`src/rtl/la_dump_pkg.sv`:
```
// la_dump_pkg
// Shared definitions for the logic-analyzer sample-dump controller:
// the sequencer state encoding, the header sync byte and the
// bytes-per-sample derivation.
// Optional feature macro used by the sequencer: LA_DUMP_HEADER_EN.
package la_dump_pkg;

    typedef enum logic [2:0] {
        IDLE,
        FETCH,
        WAIT,
        SEND,
        DONE
    } dump_state_e;

    localparam logic [7:0] DUMP_SYNC = 8'hA5;

    // Number of header bytes (sync, count high, count low).
    localparam int HDR_BYTES = 3;

    // Bytes per sample.  SAMPLE_W is expected to be a multiple of 8.
    function automatic int bytes_per_sample(input int sample_w);
        return sample_w / 8;
    endfunction

endpackage

```
`src/rtl/la_dump_if.sv`:
```
// la_dump_if
// Read port of the capture sample memory.
//   mem_rd   : read enable (sequencer -> memory)
//   mem_addr : read address (sequencer -> memory)
//   mem_data : read data, valid the cycle after mem_rd (memory -> sequencer)
// Modports: master (sequencer side), slave (memory side).
interface la_dump_if #(
    parameter int ADDR_W   = 10,
    parameter int SAMPLE_W = 16
);
    logic                mem_rd;
    logic [ADDR_W-1:0]   mem_addr;
    logic [SAMPLE_W-1:0] mem_data;

    modport master (output mem_rd, output mem_addr, input mem_data);
    modport slave  (input mem_rd, input mem_addr, output mem_data);
endinterface

```
`src/rtl/la_byte_serializer.sv`:
```
// la_byte_serializer
// Holds one sample word and presents it a byte at a time, most
// significant byte first.
//   clk, reset : clock, synchronous active-high reset
//   load       : capture load_data and restart at byte 0
//   load_data  : sample word to serialize
//   advance    : move on to the next byte
//   byte_out   : byte currently presented
//   last       : byte_out is the final byte of the word
module la_byte_serializer
    import la_dump_pkg::*;
#(
    parameter int SAMPLE_W = 16
) (
    input  logic                clk,
    input  logic                reset,
    input  logic                load,
    input  logic [SAMPLE_W-1:0] load_data,
    input  logic                advance,
    output logic [7:0]          byte_out,
    output logic                last
);
    localparam int NB    = bytes_per_sample(SAMPLE_W);
    localparam int IDX_W = (NB > 1) ? $clog2(NB) : 1;

    logic [SAMPLE_W-1:0] shift_q, shift_d;
    logic [IDX_W-1:0]    idx_q, idx_d;

    always_comb begin
        shift_d = shift_q;
        idx_d   = idx_q;
        if (load) begin
            shift_d = load_data;
            idx_d   = '0;
        end else if (advance) begin
            shift_d = shift_q << 8;
            idx_d   = idx_q + 1'b1;
        end
    end

    always_ff @(posedge clk) begin
        if (reset) begin
            shift_q <= '0;
            idx_q   <= '0;
        end else begin
            shift_q <= shift_d;
            idx_q   <= idx_d;
        end
    end

    assign byte_out = shift_q[SAMPLE_W-1 -: 8];
    assign last     = (idx_q == IDX_W'(NB - 1));

endmodule

```
`src/rtl/la_dump_sequencer.sv`:
```
// la_dump_sequencer
// Walks the capture memory from base_addr for count samples and streams
// each sample, MS byte first, into the UART TX FIFO, honouring the FIFO
// full flag.  Processor byte writes share the FIFO and always win.
//   clk, reset        : clock, synchronous active-high reset
//   start, abort      : begin / terminate a dump
//   base_addr, count  : dump window, sampled on start
//   busy, done        : dump in progress / one-cycle completion pulse
//   mem               : capture memory read port (la_dump_if.master)
//   cpu_tx_wr/_data   : processor byte write
//   utx_buffer_full   : UART TX FIFO full
//   utx_buffer_write  : UART TX FIFO write strobe
//   data_tx           : UART TX FIFO write data
// Build option: define LA_DUMP_HEADER_EN to prefix each dump with
// DUMP_SYNC, count[15:8], count[7:0].
module la_dump_sequencer
    import la_dump_pkg::*;
#(
    parameter int ADDR_W   = 10,
    parameter int SAMPLE_W = 16
) (
    input  logic              clk,
    input  logic              reset,
    input  logic              start,
    input  logic              abort,
    input  logic [ADDR_W-1:0] base_addr,
    input  logic [ADDR_W:0]   count,
    output logic              busy,
    output logic              done,
    la_dump_if.master         mem,
    input  logic              cpu_tx_wr,
    input  logic [7:0]        cpu_tx_data,
    input  logic              utx_buffer_full,
    output logic              utx_buffer_write,
    output logic [7:0]        data_tx
);
    dump_state_e       state_q, state_d;
    logic [ADDR_W-1:0] addr_q, addr_d;
    logic [ADDR_W:0]   remaining_q, remaining_d;
`ifdef LA_DUMP_HEADER_EN
    logic              hdr_active_q, hdr_active_d;
    logic [1:0]        hdr_idx_q, hdr_idx_d;
    logic [15:0]       count16;
    logic [7:0]        hdr_byte;
`endif

    logic       grant;
    logic       dump_wr;
    logic [7:0] dump_byte;
    logic       ser_load;
    logic       ser_advance;
    logic [7:0] ser_byte;
    logic       ser_last;

    la_byte_serializer #(.SAMPLE_W(SAMPLE_W)) u_ser (
        .clk      (clk),
        .reset    (reset),
        .load     (ser_load),
        .load_data(mem.mem_data),
        .advance  (ser_advance),
        .byte_out (ser_byte),
        .last     (ser_last)
    );

    // A dump byte may only go out when the FIFO has room and the
    // processor is not using the write port this cycle.
    assign grant = !utx_buffer_full && !cpu_tx_wr;

`ifdef LA_DUMP_HEADER_EN
    // remaining_q still holds the full count while the header is sent.
    assign count16 = 16'(remaining_q);
    always_comb begin
        case (hdr_idx_q)
            2'd0:    hdr_byte = DUMP_SYNC;
            2'd1:    hdr_byte = count16[15:8];
            default: hdr_byte = count16[7:0];
        endcase
    end
`endif

    always_comb begin
        state_d     = state_q;
        addr_d      = addr_q;
        remaining_d = remaining_q;
        ser_load    = 1'b0;
        ser_advance = 1'b0;
        dump_wr     = 1'b0;
        dump_byte   = ser_byte;
`ifdef LA_DUMP_HEADER_EN
        hdr_active_d = hdr_active_q;
        hdr_idx_d    = hdr_idx_q;
`endif
        case (state_q)
            IDLE: begin
                if (start) begin
`ifdef LA_DUMP_HEADER_EN
                    // The header is sent even for a zero count.
                    addr_d       = base_addr;
                    remaining_d  = count;
                    hdr_active_d = 1'b1;
                    hdr_idx_d    = 2'd0;
                    state_d      = SEND;
`else
                    if (count != '0) begin
                        addr_d      = base_addr;
                        remaining_d = count;
                        state_d     = FETCH;
                    end else begin
                        state_d = DONE;
                    end
`endif
                end
            end
            FETCH: state_d = WAIT;
            WAIT: begin
                ser_load = 1'b1;
                state_d  = SEND;
            end
            SEND: begin
                dump_wr = grant;
`ifdef LA_DUMP_HEADER_EN
                if (hdr_active_q) begin
                    dump_byte = hdr_byte;
                    if (grant) begin
                        hdr_idx_d = hdr_idx_q + 2'd1;
                        if (hdr_idx_q == 2'(HDR_BYTES - 1)) begin
                            hdr_active_d = 1'b0;
                            state_d = (remaining_q == '0) ? DONE : FETCH;
                        end
                    end
                end else
`endif
                if (grant) begin
                    ser_advance = 1'b1;
                    if (ser_last) begin
                        addr_d      = addr_q + 1'b1;
                        remaining_d = remaining_q - 1'b1;
                        state_d = (remaining_q == (ADDR_W+1)'(1)) ? DONE : FETCH;
                    end
                end
            end
            DONE:    state_d = IDLE;
            default: state_d = IDLE;
        endcase
        // Abort overrides everything, including a simultaneous start.
        if (abort) begin
            state_d = IDLE;
        end
    end

    always_ff @(posedge clk) begin
        if (reset) begin
            state_q     <= IDLE;
            addr_q      <= '0;
            remaining_q <= '0;
`ifdef LA_DUMP_HEADER_EN
            hdr_active_q <= 1'b0;
            hdr_idx_q    <= 2'd0;
`endif
        end else begin
            state_q     <= state_d;
            addr_q      <= addr_d;
            remaining_q <= remaining_d;
`ifdef LA_DUMP_HEADER_EN
            hdr_active_q <= hdr_active_d;
            hdr_idx_q    <= hdr_idx_d;
`endif
        end
    end

    assign mem.mem_rd   = (state_q == FETCH);
    assign mem.mem_addr = addr_q;
    assign busy = (state_q == FETCH) || (state_q == WAIT) || (state_q == SEND);
    assign done = (state_q == DONE);

    // Processor path is purely combinational so it works even in reset.
    assign utx_buffer_write = cpu_tx_wr | dump_wr;
    assign data_tx          = cpu_tx_wr ? cpu_tx_data : dump_byte;

endmodule

```
`src/flat_wrapper.sv`:
```
// flat-port wrapper written by rule: the top's interface ports become plain ports
module la_dump_sequencer_flat import la_dump_pkg::*;
#(
    parameter int ADDR_W   = 10,
    parameter int SAMPLE_W = 16
)
  (clk, reset, start, abort, base_addr, count, busy, done, cpu_tx_wr, cpu_tx_data, utx_buffer_full, utx_buffer_write, data_tx, mem_mem_rd, mem_mem_addr, mem_mem_data);
  la_dump_if #(.ADDR_W(ADDR_W), .SAMPLE_W(SAMPLE_W)) mem_i ();
  input  logic clk;
  input  logic reset;
  input  logic start;
  input  logic abort;
  input  logic [ADDR_W-1:0] base_addr;
  input  logic [ADDR_W:0] count;
  output logic busy;
  output logic done;
  input  logic cpu_tx_wr;
  input  logic [7:0] cpu_tx_data;
  input  logic utx_buffer_full;
  output logic utx_buffer_write;
  output logic [7:0] data_tx;
  output wire logic [$bits(mem_i.mem_rd)-1:0] mem_mem_rd;
  output wire logic [$bits(mem_i.mem_addr)-1:0] mem_mem_addr;
  input wire logic [$bits(mem_i.mem_data)-1:0] mem_mem_data;
  assign mem_mem_rd = mem_i.mem_rd;
  assign mem_mem_addr = mem_i.mem_addr;
  assign mem_i.mem_data = mem_mem_data;
  la_dump_sequencer #(.ADDR_W(ADDR_W), .SAMPLE_W(SAMPLE_W)) u_core (.clk(clk), .reset(reset), .start(start), .abort(abort), .base_addr(base_addr), .count(count), .busy(busy), .done(done), .mem(mem_i), .cpu_tx_wr(cpu_tx_wr), .cpu_tx_data(cpu_tx_data), .utx_buffer_full(utx_buffer_full), .utx_buffer_write(utx_buffer_write), .data_tx(data_tx));
endmodule
```
`config.mk`:
```
export PLATFORM = sky130hd
export DESIGN_NAME = la_dump_sequencer_flat
export DESIGN_NICKNAME = d
export VERILOG_FILES = /design/src/rtl/la_dump_pkg.sv /design/src/rtl/la_dump_if.sv /design/src/rtl/la_byte_serializer.sv /design/src/rtl/la_dump_sequencer.sv /design/src/flat_wrapper.sv
export SDC_FILE = /design/constraint.sdc
export NUM_CORES = 1
export LEC_CHECK = 0
export BUFFER_PORTS_ARGS = -buffer_cell sky130_fd_sc_hd__buf_2
export CORE_AREA = 2 2 73 75
export CTS_CLUSTER_DIAMETER = 40
export DETAILED_ROUTE_END_ITERATION = 8
export DIE_AREA = 0 0 75 77
export GPL_TIMING_DRIVEN = 0
export PLACE_DENSITY = 0.8
export SYNTH_ARGS = -nofsm -noshare
export SYNTH_HDL_FRONTEND = slang
export SYNTH_HIERARCHICAL = 1
export SYNTH_SLANG_ARGS = --single-unit
```
`constraint.sdc`:
```
create_clock -name clk -period 2.3 [get_ports clk]
set_clock_uncertainty 0.1 [all_clocks]
set_input_delay 0.345 -clock clk [delete_from_list [all_inputs] [get_ports clk]]
set_output_delay 0.345 -clock clk [all_outputs]
set_load 0.03 [all_outputs]
```
==> metrics.md, run 1 <==
| Metric | Value |
|---|---|
| Outcome | `complete, no violations` |
| Largest family of logic cells by synthesized area | `compound AO/OA/AOI/OAI gates` |
| Post-synthesis simple-gate area fraction | `25.00%` |
| Maximum clock path buffer count | `2` |
| CTS tree | `yes` |
| Worst Path Class, Setup | `reg -> out` |
| Syn avg cell area | `8.426 um2` |
| Xor/xnor share of the synthesized area | `0.3535%` |
| Main flop type after synthesis | `dfxtp_1` |
| Part of the power in registers | `49.1%` |
| Max frequency | `0.4577 GHz` |
| Cells after Synth | `294` |
| Post-cts hold buffer count | `0` |
| Max Cap Viol | `0` |
| Core area | `4977 um2` |
| Synth Area in Compound Gates | `25.10%` |
| Net Switching | `0.5042 mW` |
| Number of nets in the layout | `426` |
| Slew Limit Fails | `0` |
| Logic pwr share | `21.0%` |
| Worst setup EP type | `output pin` |
| Setup violators final | `0` |
| Buffers on Ports | `72` |
| Clock power frac | `29.8%` |
| FFs w/ async S/R, synth | `0%` |
| Area Overhead vs Synth | `22.12%` |
| Tmin final | `2.185 ns` |
| Vias post-DR | `2667` |
| Synthesis Warnings | `6` |
| Layout cells sized above 1 | `34.05%` |
| WL final | `6.983 mm` |
| Internal Power | `1.095 mW` |
| TNS Setup | `0 ns` |
| Clock root buffer | `clkbuf_8` |
| Cell area after synthesis | `2477 um2` |
| Distinct cells, synth | `59` |
| R2r setup slk | `0.16 ns` |
| Max-Slew Margin vs Limit | `57.13%` |
| # IOs | `73` |
| Initial antenna violation count | `0` |
| Number of antenna diodes | `0` |
| Clock transition at the registers of the reported paths | `0.08 ns` |
| Pre-antenna DRT Iters | `5` |
| Initial DRC Count | `267` |
| Share of the synthesized area in the top cell type | `33.13%` |
| Vias per cell | `6.020` |
| Dominant cell by count in the synthesized netlist | `dfxtp_1` |
| Routability cong. | `0.9135` |
| Total GRT Usage | `24.72%` |
| Initial Util | `49.77%` |
| CTS H-Tree Depth | `2` |
| Seq/Total Area, Yosys | `33.13%` |
| Syn_nets | `348` |
| Area after DPL | `2925 um2` |
| Post-synth top cells | `dfxtp_1 (41), a21oi_1 (22), nand2_1 (22)` |
| Hold crit path type | `in -> reg` |
| Design Power | `1.599 mW` |
| RSZ-0062 raised after global routing | `no` |
| Yosys reg bits | `41` |
| Row count | `26` |
| Crit path launch type | `register` |
| Max FO, Critical Path | `10` |
| Grt ovf | `0` |
| CTS sink count | `41` |
| Die area | `5775 um2` |
| Design Area, Final | `3025 um2` |
| Worst skew pair latency | `0.30 ns` |
| Post-synthesis mux area share | `6.869%` |
| Synth area leader | `dfxtp_1` |
| Final hold violations | `0` |
| Final worst slack | `0.1150 ns` |
| Die Span X | `75 um` |
| Num CTS Buffers | `5` |
| Die Y | `77 um` |
| DP HPWL | `5.029 mm` |
| WL/cell | `15.76 um` |
| Routed Antenna Nets | `0` |
| Pleak | `1.228 nW` |
| Critical Path AT | `1.74 ns` |
| Final period utilization | `95.00%` |
| First-pass GRT wire length | `11.28 mm` |
| Post-synth EDFFs | `0` |
| Synth top area cells | `dfxtp_1 (33%), a21oi_1 (4.4%), mux2_2 (3.6%)` |
| Worst slew pin tran | `0.6430 ns` |
| Adder-cell share of the synthesized area | `1.515%` |
| Power per cell area | `528.7 nW/um2` |
| Vias in the first global route | `2466` |
| Largest net degree at the start of global routing | `14` |
| DRC errors left | `0` |
| Switching part of the total | `31.52%` |
| Critical Path RT | `1.86 ns` |
| Pre-CTS setup slack | `-0.2682 ns` |
| Max IR drop VDD | `0.0003429 V` |
[state kept, by name, indices dropped and copies added, names as in the netlist]
name	flops
u_core/u_ser/shift_q	16
u_core/remaining_q	11
u_core/mem.mem_addr	10
u_core/u_ser/last	1
u_core/state_q	3
[metrics by stage]
stage / util [%] / hold slack (ns) / std cells
2_1_floorplan: - / 0.3589 / 294
6_report: 60.78 / 0.1893 / 443
3_3_place_gp: 58.77 / 0.3623 / 436
5_1_grt: 60.78 / 0.2065 / 443
3_5_place_dp: 58.77 / 0.3850 / 436
4_1_cts: 60.76 / 0.1900 / 443
[power groups by stage]
stage | logic (mW) | registers, mW | clock network, mW
floorplan | 0.196 | 0.816 | 0
global placement | 0.329 | 0.797 | 0
detailed placement | 0.334 | 0.798 | 0
CTS | 0.333 | 0.785 | 0.480
global route | 0.366 | 0.791 | 0.514
finish | 0.336 | 0.786 | 0.477
[cell usage in the layout (no fill, tap or decap), types with 3 or more instances in the layout]
master	netlist	layout
nor3b_1	7	7
clkbuf_1	15	12
nor2_1	18	18
and2_1	4	4
ha_1	3	3
buf_4	8	9
nor2b_1	8	8
or3b_2	6	6
o221a_2	4	4
o21ai_0	5	5
o31ai_1	12	12
nand2_1	22	22
nand3_1	4	4
mux2_2	8	8
mux2i_1	8	8
or4_1	4	4
dfxtp_1	41	40
clkbuf_8	0	5
a211oi_1	10	10
o311ai_0	9	9
nor3_1	11	10
inv_1	3	3
nor4_1	6	6
buf_2	7	80
a31oi_1	3	3
o32ai_1	3	3
a21oi_1	22	22
and4_1	3	3
[routing by layer]
layer / track usage (%) / part of all wire, %
met1: 33.41 / 43
met2: 37.72 / 48
met3: 4.336 / 8.0
met4: 11.25 / 1.6
met5: 0 / 0
[logic make-up after synthesis]
group | Yosys count
and+or+nand+nor | 108
AOI/OAI and AO/OA | 85
DFF | 41
buffers and inverters | 40
muxes | 16
adders and majority gates | 3
xor gates and xnor gates | 1
[final timing paths]
path / from / endpoint / cells after the start
setup / recovery: u_core/state_q[1]$_SDFFE_PP0P_ / utx_buffer_write / 5
hold / removal: mem_mem_data[3] / u_core/u_ser/shift_q[3]$_SDFFE_PP0P_ / 3
setup reg to reg: u_core/remaining_q[0]$_SDFFE_PP0P_ / u_core/remaining_q[8]$_SDFFE_PP0P_ / 7
hold reg to reg: u_core/mem.mem_addr[9]$_SDFFE_PP0P_ / u_core/mem.mem_addr[9]$_SDFFE_PP0P_ / 2
[layout make-up]
cell class | count | area [um2]
Buffer | 33 | 173.9
Clock buffer | 5 | 68.82
Clock inverter | 3 | 17.52
Fill cell | 456 | 1952
Inverter | 5 | 18.77
Multi-Input combinational cell | 213 | 1469
Sequential cell | 41 | 822.0
Tap cell | 70 | 87.58
Timing Repair Buffer | 73 | 367.9
[worst max-delay path, cell delays in order, from the launching register on]
cell and delay, ns:
dfxtp_1 0.49, nand3b_1 0.18, buf_2 0.24, nor3_4 0.21, or2_2 0.14, buf_2 0.19
[repair_timing]
| item | in CTS | in global routing |
|---|---|---|
| pin swaps | 1 | 0 |
| buffers inserted | 1 | 0 |
| endpoints found under the setup margin | 14 | 1 |
| gates cloned | 0 | 0 |
| gates resized for setup | 3 | 2 |
No activity file was read; power rests on OpenSTA's default activity.
==> run 2, diff against run 1 <==
- ABC_AREA: default -> 1
- CORE_AREA: 2 2 73 75 -> 2 2 74 76
- DIE_AREA: 0 0 75 77 -> 0 0 76 78
- PLACE_DENSITY: 0.8 -> 0.83
==> metrics.md, run 2 <==
| Metric | Value |
|---|---|
| Cells after Synth | `429 (was 294)` |
| Critical path's largest stage delay | `0.38 ns (was 0.49 ns)` |
| R2r setup slk | `0.27 ns (was 0.16 ns)` |
| Syn avg cell area | `6.212 um2 (was 8.426 um2)` |
| # IOs | `73 (unchanged)` |
| Logic pwr share | `23.6% (was 21.0%)` |
| WL final | `6.694 mm (was 6.983 mm)` |
| Slowest CP cell | `dfxtp_1 (unchanged)` |
| Num CTS Buffers | `5 (unchanged)` |
| Final worst slack | `0.1636 ns (was 0.1150 ns)` |
| WHS | `0.1739 ns (was 0.1893 ns)` |
| Area after DPL | `3108 um2 (was 2925 um2)` |
| Area Overhead vs Synth | `21.13% (was 22.12%)` |
| Max Cap Viol | `0 (unchanged)` |
| CTS tree | `yes (unchanged)` |
| CP Cell Sequence | `inv_2 > nand3_2 > buf_2 > o21ai_0 > buf_2 (was nand3b_1 > buf_2 > nor3_4 > or2_2 > buf_2)` |
| Dominant cell by count in the synthesized netlist | `nand2_1 (was dfxtp_1)` |
| Largest net degree at the start of global routing | `14 (unchanged)` |
| Setup violators final | `0 (unchanged)` |
| Vias in the first global route | `2600 (was 2466)` |
| Worst Path Class, Setup | `reg -> out (unchanged)` |
| Vias per cell | `4.936 (was 6.020)` |
| FFs w/ async S/R, synth | `0% (unchanged)` |
| Post-synth top cells | `nand2_1 (145), nor2_1 (56), dfxtp_1 (41) (was dfxtp_1 (41), a21oi_1 (22), nand2_1 (22))` |
| WL/cell | `11.58 um (was 15.76 um)` |
| Number of antenna diodes | `0 (unchanged)` |
| Buffers on Ports | `71 (was 72)` |
| Synth area leader | `dfxtp_1 (unchanged)` |
| Share of the synthesized area in the top cell type | `30.80% (was 33.13%)` |
| Critical Path AT | `1.69 ns (was 1.74 ns)` |
| Routed Antenna Nets | `0 (unchanged)` |
| Initial Util | `52.85% (was 49.77%)` |
| Die area | `5928 um2 (was 5775 um2)` |
| Pre-antenna DRT Iters | `4 (was 5)` |
| Slew Limit Fails | `0 (unchanged)` |
| Synth top area cells | `dfxtp_1 (31%), nand2_1 (20%), nor2_1 (7.9%) (was dfxtp_1 (33%), a21oi_1 (4.4%), mux2_2 (3.6%))` |
| Max IR drop VDD | `0.0003294 V (was 0.0003429 V)` |
| Clock power frac | `33.3% (was 29.8%)` |
| First-pass GRT wire length | `11.17 mm (was 11.28 mm)` |
| Pleak | `1.698 nW (was 1.228 nW)` |
| RSZ-0062 raised after global routing | `no (unchanged)` |
| Die Span X | `76 um (was 75 um)` |
| Distinct cells, synth | `36 (was 59)` |
| Max FO, Critical Path | `10 (unchanged)` |
| Row count | `26 (unchanged)` |
| Number of nets in the layout | `561 (was 426)` |
| Worst skew pair latency | `0.30 ns (about the same)` |
| Largest Register | `u_core/u_ser/shift_q (unchanged)` |
| CP Buf/Inv Count | `3 (was 2)` |
| TNS Setup | `0 ns (unchanged)` |
| Most used cell, CP | `buf_2 (unchanged)` |
| Seq/Total Area, Yosys | `30.80% (was 33.13%)` |
| Synthesis Warnings | `6 (unchanged)` |
| Tmin final | `2.136 ns (was 2.185 ns)` |
| Critical Path RT | `1.86 ns (about the same)` |
| DP HPWL | `4.980 mm (was 5.029 mm)` |
| Grt ovf | `0 (unchanged)` |
| Final hold violations | `0 (unchanged)` |
| Clock root buffer | `clkbuf_8 (unchanged)` |
| Yosys reg bits | `41 (unchanged)` |
| Outcome | `complete, no violations (unchanged)` |
| Design Power | `1.852 mW (was 1.599 mW)` |
| Max-Slew Margin vs Limit | `71.60% (was 57.13%)` |
| Main flop type after synthesis | `dfxtp_1 (unchanged)` |
| Clock transition at the registers of the reported paths | `0.09 ns (was 0.08 ns)` |
| Hold crit path type | `in -> reg (unchanged)` |
| Switching part of the total | `31.55% (was 31.52%)` |
| Routability cong. | `0.8550 (was 0.9135)` |
| Vias post-DR | `2853 (was 2667)` |
| Max reg flops | `16 (unchanged)` |
| Net Switching | `0.5843 mW (was 0.5042 mW)` |
| Design Area, Final | `3228 um2 (was 3025 um2)` |
| Core area | `5042 um2 (was 4977 um2)` |
| Pre-CTS setup slack | `0.3102 ns (was -0.2682 ns)` |
| Worst setup EP type | `output pin (unchanged)` |
| CTS H-Tree Depth | `2 (unchanged)` |
| Cell area after synthesis | `2665 um2 (was 2477 um2)` |
| Worst slew pin tran | `0.4261 ns (was 0.6430 ns)` |
| Post-cts hold buffer count | `0 (unchanged)` |
| Part of the power in registers | `43.2% (was 49.1%)` |
| Initial DRC Count | `153 (was 267)` |
| Power per cell area | `573.7 nW/um2 (was 528.7 nW/um2)` |
| Cell family with most CP delay | `buffers and inverters (was simple AND/OR/NAND/NOR gates)` |
| CTS resizes | `0 (was 3)` |
| Fillers | `467 (was 456)` |
| Initial antenna violation count | `0 (unchanged)` |
| Internal Power | `1.268 mW (was 1.095 mW)` |
| Final period utilization | `92.89% (was 95.00%)` |
| Syn_nets | `483 (was 348)` |
| Max frequency | `0.4681 GHz (was 0.4577 GHz)` |
| DRC errors left | `0 (unchanged)` |
| Layout cells sized above 1 | `24.21% (was 34.05%)` |
| Most frequent cells in the layout | `nand2_1 (145), buf_2 (75), nor2_1 (56) (was buf_2 (80), dfxtp_1 (40), a21oi_1 (22), nand2_1 (22), nor2_1 (18))` |
| Total GRT Usage | `23.01% (was 24.72%)` |
| Most common cell after layout, fill and taps aside | `nand2_1 (was buf_2)` |
| Crit path launch type | `register (unchanged)` |
| Die Y | `78 um (was 77 um)` |
| Maximum clock path buffer count | `2 (unchanged)` |
| Post-synth EDFFs | `0 (unchanged)` |
| Setup bufs post-CTS | `0 (was 1)` |
| CTS sink count | `41 (unchanged)` |
==> run 2: changes by cell type after synthesis, moves of 7 or more <==
cell	delta
o31ai_1	-11
nor2_1	+38
clkbuf_1	-12
mux2_2	-8
o311ai_0	-9
nor3_1	-8
nor3b_1	-7
nand2_1	+123
o21ai_0	+20
inv_1	+37
a211oi_1	-9
nor2b_1	-8
nand3_1	+31
==> run 2: metrics by stage <==
| step | utilization [%] | std cells |
|---|---|---|
| floorplan | - | 429 |
| global placement | 61.64 | 570 |
| detailed placement | 61.64 | 570 |
| CTS | 64.02 | 578 |
| global route | 64.02 | 578 |
| finish | 64.02 | 578 |
==> run 2: worst register-to-register path: cells and delay by family, from the launching register on <==
kind          cells  cell delay [ns]
buf+inv           5             0.81
simple gates      6             0.66
flops             1             0.38
==> run 2: worst paths after layout <==
| kind | from | to | cells past startpoint |
|---|---|---|---|
| min reg2reg | u_core/u_ser/shift_q[4]$_SDFFE_PP0P_ | u_core/u_ser/shift_q[4]$_SDFFE_PP0P_ | 2 |
| min | reset | u_core/u_ser/shift_q[7]$_SDFFE_PP0P_ | 2 |
| max reg2reg | u_core/state_q[2]$_SDFFE_PP0P_ | u_core/u_ser/shift_q[13]$_SDFFE_PP0P_ | 11 |
| max | u_core/state_q[2]$_SDFFE_PP0P_ | utx_buffer_write | 5 |
==> run 2: cell families after synthesis <==
group,after synthesis,share of synthesized area [%]
AND/OR/NAND/NOR,260,42.91
buffers and inverters,70,13.47
AO/OA/AOI/OAI,50,9.672
flip-flops,41,30.80
XOR/XNOR,3,0.9861
adder cells (fa/ha/maj),3,1.409
multiplexers,2,0.7512
==> run 2: power by group through the flow <==
stage	logic (mW)	clock network (mW)	registers, mW
3_3_place_gp	0.422	0	0.814
5_1_grt	0.486	0.656	0.807
2_1_floorplan	0.271	0	0.841
3_5_place_dp	0.430	0	0.816
4_1_cts	0.434	0.628	0.799
6_report	0.436	0.616	0.800
==> run 2: routing by layer <==
metal  track usage (%)  part of all wire [%]
met1             29.12                    46
met2             39.20                    47
met3             4.419                   6.1
met4             8.364                  0.90
met5                 0                     0
==> run 2: final cells by class <==
class	count	area [um2]	area share (%)
Buffer	23	182.7	5.659
Clock buffer	6	82.58	2.558
Clock inverter	2	37.54	1.163
Inverter	47	176.4	5.465
Multi-Input combinational cell	318	1485	46.01
Sequential cell	41	820.8	25.43
Tap cell	70	87.58	2.713
Timing Repair Buffer	71	355.3	11.01
